==> src/rtl/cp0_regs.sv <==
// MIPS CP0 register subset: BadVAddr, Count, Compare, Status, Cause, EPC.
// MTC0 writes arrive from WB; exception/ERET commits come from the exception
// controller. All outputs except rdata are straight register outputs.
module cp0_regs #(
    parameter int TIMER_IRQ = 1
) (
    input  logic        clk,
    input  logic        resetn,
    input  logic [5:0]  hardware_int_in,
    input  logic        we,
    input  logic [4:0]  waddr,
    input  logic [31:0] wdata,
    input  logic [4:0]  raddr,
    output logic [31:0] rdata,
    input  logic        is_exception,
    input  logic        is_bd,
    input  logic [4:0]  excep_code,
    input  logic [31:0] excep_pc,
    input  logic        we_badvaddr,
    input  logic [31:0] badvaddr_in,
    input  logic        is_eret,
    output logic        is_ie,
    output logic        is_exl,
    output logic [7:0]  int_mask,
    output logic [5:0]  hardware_int,
    output logic [1:0]  soft_int,
    output logic [31:0] epc_out,
    output logic        timer_int
);

    localparam logic [4:0] REG_BADVADDR = 5'd8;
    localparam logic [4:0] REG_COUNT    = 5'd9;
    localparam logic [4:0] REG_COMPARE  = 5'd11;
    localparam logic [4:0] REG_STATUS   = 5'd12;
    localparam logic [4:0] REG_CAUSE    = 5'd13;
    localparam logic [4:0] REG_EPC      = 5'd14;

    localparam logic timer_en = (TIMER_IRQ != 0);

    logic [31:0] badvaddr;
    logic [31:0] count;
    logic        count_tick;
    logic [31:0] compare;
    logic [7:0]  status_im;
    logic        status_exl;
    logic        status_ie;
    logic        cause_bd;
    logic        cause_ti;
    logic [5:0]  cause_ip_hw;
    logic [1:0]  cause_ip_sw;
    logic [4:0]  cause_exc_code;
    logic [31:0] epc;

    logic wr_count;
    logic wr_compare;
    logic wr_status;
    logic wr_cause;
    logic wr_epc;
    logic compare_hit;

    assign wr_count    = we && (waddr == REG_COUNT);
    assign wr_compare  = we && (waddr == REG_COMPARE);
    assign wr_status   = we && (waddr == REG_STATUS);
    assign wr_cause    = we && (waddr == REG_CAUSE);
    assign wr_epc      = we && (waddr == REG_EPC);
    assign compare_hit = (count == compare) && (compare != 32'd0);

    // Count advances on every other edge; an MTC0 write replaces the increment
    // but leaves the tick phase running.
    always_ff @(posedge clk or negedge resetn) begin
        if (!resetn) begin
            count      <= 32'd0;
            count_tick <= 1'b0;
        end else begin
            count_tick <= ~count_tick;
            if (wr_count)
                count <= wdata;
            else if (count_tick)
                count <= count + 32'd1;
        end
    end

    // Compare register and the sticky timer-interrupt flag; a Compare write
    // always wins over a match in the same cycle.
    always_ff @(posedge clk or negedge resetn) begin
        if (!resetn) begin
            compare  <= 32'd0;
            cause_ti <= 1'b0;
        end else begin
            if (wr_compare) begin
                compare  <= wdata;
                cause_ti <= 1'b0;
            end else if (compare_hit) begin
                cause_ti <= 1'b1;
            end
        end
    end

    // Status: exception sets EXL, ERET clears it, MTC0 only when neither fires.
    always_ff @(posedge clk or negedge resetn) begin
        if (!resetn) begin
            status_im  <= 8'd0;
            status_exl <= 1'b0;
            status_ie  <= 1'b0;
        end else begin
            if (wr_status) begin
                status_im <= wdata[15:8];
                status_ie <= wdata[0];
            end
            if (is_exception)
                status_exl <= 1'b1;
            else if (is_eret)
                status_exl <= 1'b0;
            else if (wr_status)
                status_exl <= wdata[1];
        end
    end

    // Cause: IP[7:2] sampled every cycle, IP[1:0] by MTC0, BD/ExcCode on exceptions.
    always_ff @(posedge clk or negedge resetn) begin
        if (!resetn) begin
            cause_ip_hw    <= 6'd0;
            cause_ip_sw    <= 2'd0;
            cause_bd       <= 1'b0;
            cause_exc_code <= 5'd0;
        end else begin
            cause_ip_hw <= {hardware_int_in[5] | (timer_en & cause_ti), hardware_int_in[4:0]};
            if (wr_cause)
                cause_ip_sw <= wdata[9:8];
            if (is_exception) begin
                cause_exc_code <= excep_code;
                if (!status_exl)
                    cause_bd <= is_bd;
            end
        end
    end

    // EPC: only the first exception (EXL clear) records the restart PC; a
    // delay-slot fault restarts at the branch, one word back.
    always_ff @(posedge clk or negedge resetn) begin
        if (!resetn) begin
            epc <= 32'd0;
        end else begin
            if (is_exception) begin
                if (!status_exl)
                    epc <= is_bd ? (excep_pc - 32'd4) : excep_pc;
            end else if (wr_epc) begin
                epc <= wdata;
            end
        end
    end

    // BadVAddr is loaded only by the exception path, never by MTC0.
    always_ff @(posedge clk or negedge resetn) begin
        if (!resetn)
            badvaddr <= 32'd0;
        else if (is_exception && we_badvaddr)
            badvaddr <= badvaddr_in;
    end

    // MFC0 read mux; BEV reads as constant 1, unimplemented bits/registers read 0.
    always_comb begin
        rdata = 32'd0;
        case (raddr)
            REG_BADVADDR: rdata = badvaddr;
            REG_COUNT:    rdata = count;
            REG_COMPARE:  rdata = compare;
            REG_STATUS:   rdata = {9'd0, 1'b1, 6'd0, status_im, 6'd0, status_exl, status_ie};
            REG_CAUSE:    rdata = {cause_bd, cause_ti, 14'd0, cause_ip_hw, cause_ip_sw,
                                   1'b0, cause_exc_code, 2'd0};
            REG_EPC:      rdata = epc;
            default:      rdata = 32'd0;
        endcase
    end

    assign is_ie        = status_ie;
    assign is_exl       = status_exl;
    assign int_mask     = status_im;
    assign hardware_int = cause_ip_hw;
    assign soft_int     = cause_ip_sw;
    assign epc_out      = epc;
    assign timer_int    = cause_ti;

endmodule

==> config.mk <==
export PLATFORM = sky130hd
export DESIGN_NAME = cp0_regs
export DESIGN_NICKNAME = d
export VERILOG_FILES = /design/src/rtl/cp0_regs.sv
export SDC_FILE = /design/constraint.sdc
export NUM_CORES = 1
export LEC_CHECK = 0
export BUFFER_PORTS_ARGS = -buffer_cell sky130_fd_sc_hd__clkbuf_2
export CAP_MARGIN = 20
export CORE_MARGIN = 5
export CORE_UTILIZATION = 40
export CTS_CLUSTER_SIZE = 24
export DETAILED_ROUTE_END_ITERATION = 16
export PLACE_DENSITY_LB_ADDON = 0.15
export SLEW_MARGIN = 40
export SYNTH_ARGS = -nofsm -noshare
export SYNTH_HDL_FRONTEND = slang
export SYNTH_SLANG_ARGS = --single-unit
==> constraint.sdc <==
create_clock -name clk -period 2.6 [get_ports clk]
set_input_delay 0 -clock clk [delete_from_list [all_inputs] [get_ports clk]]
set_output_delay 0 -clock clk [all_outputs]
set_load 0.1 [all_outputs]
==> reports/results.txt <==
Power per cell area: 774 nW/µm²
Post-DP HPWL: 23300 µm
Cell-by-cell trace of the critical path: dlygate4sd3_1 > clkbuf_2 > or2_2 > or4_1 > nor4b_2 > xnor2_1 > dlygate4sd3_1 > o22ai_1
Synth cell types: 51
First-pass GRT wire length: 47900 µm
Final count of negative-setup-slack endpoints: 0
Summed negative setup slack over all endpoints: 0 ps
Number of global-route vias before repair: 7911
Sequential share of power: 0.385
Dominant cell type by area after synthesis: sky130_fd_sc_hd__dfrtp_1
Number of synthesized flops with an enable pin: 0
Peak Freq: 403 MHz
Share of synthesized area occupied by flip-flops and latches: 0.457
Highest net fanout along the worst path: 9
Ys flop type: sky130_fd_sc_hd__dfrtp_1
Total wirelength of the detailed-routed design: 31200 µm
Routed length per instance: 22.0 µm
H-Tree Depth: 4
Routed vias/inst: 5.57
Slew Limit Headroom: 0.518
Worst setup margin: 119 ps
Dominant combinational cell family by area after synthesis: simple AND/OR/NAND/NOR gates
Instance area after placement: 10100 µm²
Clock tree from TritonCTS: done
First-pass DRT Iterations: 6
Leakage: 0.00507 µW
Synthesized area divided by synthesized cell count: 10.2 µm²
Layout-stage area growth over the synthesis result: 39.6%
Clock buffer count from CTS: 17
Type of the tightest min-delay check: in2reg
Startpoint of the lowest-slack register-to-register path: count[6]
Total nets after synthesis: 955
Area fraction in compound gates after synthesis: 0.129
Fraction of layout cells with a size suffix above 1: 0.326
Nets: 1255
Final design area excluding fillers: 11800 µm²
Count of pins over their slew limit: 0
Worst path arrival time: 2790 ps
Part of the power in the clock network: 0.292
Height of the die: 155 µm
First DRT Iteration DRCs: 766
Cell mode on critical path: sky130_fd_sc_hd__dlygate4sd3_1
Unrepaired setup endpoints after global routing: no
Total power: 9120 µW
Final Skew: 11.3 ps
Kind of end point of the critical path: flop
Total number of vias: 7894
Number of buffers on the longest clock path: 2
Number of hold violations in the final report: 0
Sinks on Clock Net: 154
X dimension of the die: 155 µm
Critical path launch point type: input port
Internal power: 5470 µW
Net load switching power: 3650 µW
Cell family with the largest share of critical-path delay: simple AND/OR/NAND/NOR gates
Warnings, synthesis: 0
Synth top area cells: sky130_fd_sc_hd__dfrtp_1 46%, sky130_fd_sc_hd__mux2_2 11%, sky130_fd_sc_hd__xnor2_1 7.1%
Worst setup path startpoint: excep_pc[15]
Effective utilization at floorplan: 0.404
Buffers on Ports: 206
Gpl congestion: 0.877
Core box area: 20900 µm²
Simple-gate area share of the yosys netlist: 0.165
Post-synthesis cell area: 8440 µm²
Cell at the slowest stage of the critical path: sky130_fd_sc_hd__or4_1
Clock Tree Root: sky130_fd_sc_hd__clkbuf_16
Maximum number of pins on one net before global-route repair: 60
VDD IR max: 0.372 mV
Remaining Overflow, GRT: 0
Core Rows: 53
Gate count after technology mapping: 829
Number of fill cells in the layout: 1865
End-of-flow core utilization: 0.564
Critical path buffers and inverters: 3
Post-synthesis async set-or-reset flop share: 1.00
Die area: 24100 µm²
Share of synthesized cell area in full adder, half adder and majority cells: 0.00297
Synthesized-area fraction occupied by xor and xnor cells: 0.0945
Total track usage: 0.261
Sw Share: 0.400
Hold Crit Start: excep_pc[11]
Start-to-end type of the worst setup path: in2reg
Total of flip-flops plus latches after synthesis: 154
Post-DRT Antenna Nets: 0
I/O pin cnt: 207
DRC: 0
Largest incremental delay on the critical path: 690 ps
Part of the power in combinational logic: 0.323
Share of the clock period used by the worst path: 0.954
Insertion delay to the later sink of the worst-skew pair: 430 ps
Clock transition at the register clock pins on the worst setup and hold paths after CTS: 60 ps
Antenna fix cells: 0
Share of the synthesized area in the top cell type: 0.457
Required time reported for the critical path endpoint: 2910 ps
Worst Max-Slew Pin Slew: 721 ps
Run status: complete, no violations
Number of antenna violations at the first check in global routing: 0
Max Cap Violations: 0
Worst Setup Slack post-DPL: 418 ps
Multiplexer share of the synthesized area: 0.120
Final critical path time including I/O delays and setup: 2480 ps
-- cell usage in the layout (no fill, tap or decap), types with 3 or more instances in the layout --
cell type,count
sky130_fd_sc_hd__nor3b_1,5
sky130_fd_sc_hd__a21oi_1,21
sky130_fd_sc_hd__or2_2,5
sky130_fd_sc_hd__xor2_1,23
sky130_fd_sc_hd__and4_1,4
sky130_fd_sc_hd__clkinv_2,3
sky130_fd_sc_hd__nor3_1,10
sky130_fd_sc_hd__inv_1,8
sky130_fd_sc_hd__buf_12,19
sky130_fd_sc_hd__nand2b_1,3
sky130_fd_sc_hd__and3_1,6
sky130_fd_sc_hd__nor4_2,4
sky130_fd_sc_hd__buf_4,30
sky130_fd_sc_hd__or3_1,3
sky130_fd_sc_hd__nand3_1,26
sky130_fd_sc_hd__nor2_1,33
sky130_fd_sc_hd__xnor2_1,68
sky130_fd_sc_hd__mux2i_1,10
sky130_fd_sc_hd__nand2_1,87
sky130_fd_sc_hd__nor4_1,24
sky130_fd_sc_hd__or4_1,5
sky130_fd_sc_hd__dlygate4sd3_1,103
sky130_fd_sc_hd__a22oi_1,62
sky130_fd_sc_hd__o21ai_0,50
sky130_fd_sc_hd__bufinv_16,4
sky130_fd_sc_hd__clkbuf_2,187
sky130_fd_sc_hd__clkinv_4,3
sky130_fd_sc_hd__dfrtp_1,154
sky130_fd_sc_hd__nand4_1,17
sky130_fd_sc_hd__o21ai_1,5
sky130_fd_sc_hd__a222oi_1,9
sky130_fd_sc_hd__clkbuf_16,17
sky130_fd_sc_hd__nor2_2,3
sky130_fd_sc_hd__mux2_2,81
sky130_fd_sc_hd__o22ai_1,12
sky130_fd_sc_hd__nand3b_1,3
-- power groups by stage --
stage	sequential [µW]	clock (µW)	combinational [µW]
2_1_floorplan	4220	0	1210
3_3_place_gp	3520	0	2800
3_5_place_dp	3520	0	2820
4_1_cts	3480	2700	2950
5_1_grt	3550	2800	3110
6_report	3510	2670	2950
-- worst paths after layout --
kind,to,slack [ps],depth (start not counted)
hold / removal,epc_out[11],30,4
min in group asynchronous,epc_out[0],120,2
max in group asynchronous,compare[14],1750,3
setup reg to reg,count[31],410,5
hold reg to reg,badvaddr[21],510,1
setup / recovery,epc_out[28],120,8
-- cell usage after synthesis (2+ instances only) --
master,number
sky130_fd_sc_hd__nor4b_1,2
sky130_fd_sc_hd__xnor2_1,68
sky130_fd_sc_hd__a22oi_1,62
sky130_fd_sc_hd__nor4_2,4
sky130_fd_sc_hd__and3_1,7
sky130_fd_sc_hd__nor4_4,2
sky130_fd_sc_hd__nand2b_1,3
sky130_fd_sc_hd__mux2i_1,10
sky130_fd_sc_hd__nor3b_1,6
sky130_fd_sc_hd__nand3b_1,3
sky130_fd_sc_hd__a21oi_1,21
sky130_fd_sc_hd__dfrtp_1,154
sky130_fd_sc_hd__o21ai_0,51
sky130_fd_sc_hd__xor2_1,23
sky130_fd_sc_hd__or4_4,2
sky130_fd_sc_hd__nand3_1,26
sky130_fd_sc_hd__o22ai_1,12
sky130_fd_sc_hd__a222oi_1,9
sky130_fd_sc_hd__ha_1,2
sky130_fd_sc_hd__mux2_2,81
sky130_fd_sc_hd__nor2_1,36
sky130_fd_sc_hd__o31ai_1,2
sky130_fd_sc_hd__nor4_1,24
sky130_fd_sc_hd__or2_2,5
sky130_fd_sc_hd__or3_1,3
sky130_fd_sc_hd__inv_1,8
sky130_fd_sc_hd__clkbuf_1,52
sky130_fd_sc_hd__buf_6,2
sky130_fd_sc_hd__nand2_1,87
sky130_fd_sc_hd__nand4_1,17
sky130_fd_sc_hd__buf_1,4
sky130_fd_sc_hd__and4_1,4
sky130_fd_sc_hd__nor3_1,11
sky130_fd_sc_hd__or4_1,5
sky130_fd_sc_hd__o21ai_1,4
sky130_fd_sc_hd__a31oi_1,2
-- layer usage --
layer / global-route usage / wire length [µm]
met1: 0.372 / 13500
met2: 0.388 / 14000
met3: 0.0726 / 3000
met4: 0.0779 / 694
met5: 0 / 0
-- repair_timing --
action                                  CTS  global route
resized for setup                         0             0
hold endpoints to repair                208             0
endpoints found under the setup margin    0             1
hold buffers                            103             0
setup buffers                             0             2
-- metrics by stage --
step / hold WS [ps] / std cells
after floorplan: -296 / 829
after global placement: 31.7 / 1280
after detailed placement: 23.6 / 1280
after CTS: 13.8 / 1415
after global routing: 64.4 / 1417
final: 31.6 / 1417
-- flip-flops by register name, summed over array words and instances, names as in the netlist, 2 cells and up --
name,flops
badvaddr,32
cause_exc_code,5
compare,32
count,32
epc_out,32
hardware_int,6
int_mask,8
soft_int,2
-- worst min-delay path: cells and delay by family --
kind,cells,cell delay [ps]
xor+xnor,1,90
buf+inv,1,130
mux,1,120
compound gates,1,80
-- area by class of cell --
cell class | count | area (µm²) | area share
Clock buffer | 21 | 460 | 0.0391
Clock inverter | 11 | 169 | 0.0143
Inverter | 8 | 30.0 | 0.00255
Multi-Input combinational cell | 608 | 4330 | 0.368
Sequential cell | 154 | 3850 | 0.327
Tap cell | 275 | 344 | 0.0292
Timing Repair Buffer | 340 | 2580 | 0.219
-- cell families (layout without fill, tap and decap cells) --
family | Yosys count | count (layout)
and+or+nand+nor | 256 | 256
AOI/OAI and AO/OA | 168 | 168
DFF | 154 | 154
xor gates and xnor gates | 91 | 91
muxes | 91 | 91
buffers and inverters | 67 | 380
adders and majority gates | 2 | 2
(Power assumes the default switching activity.)
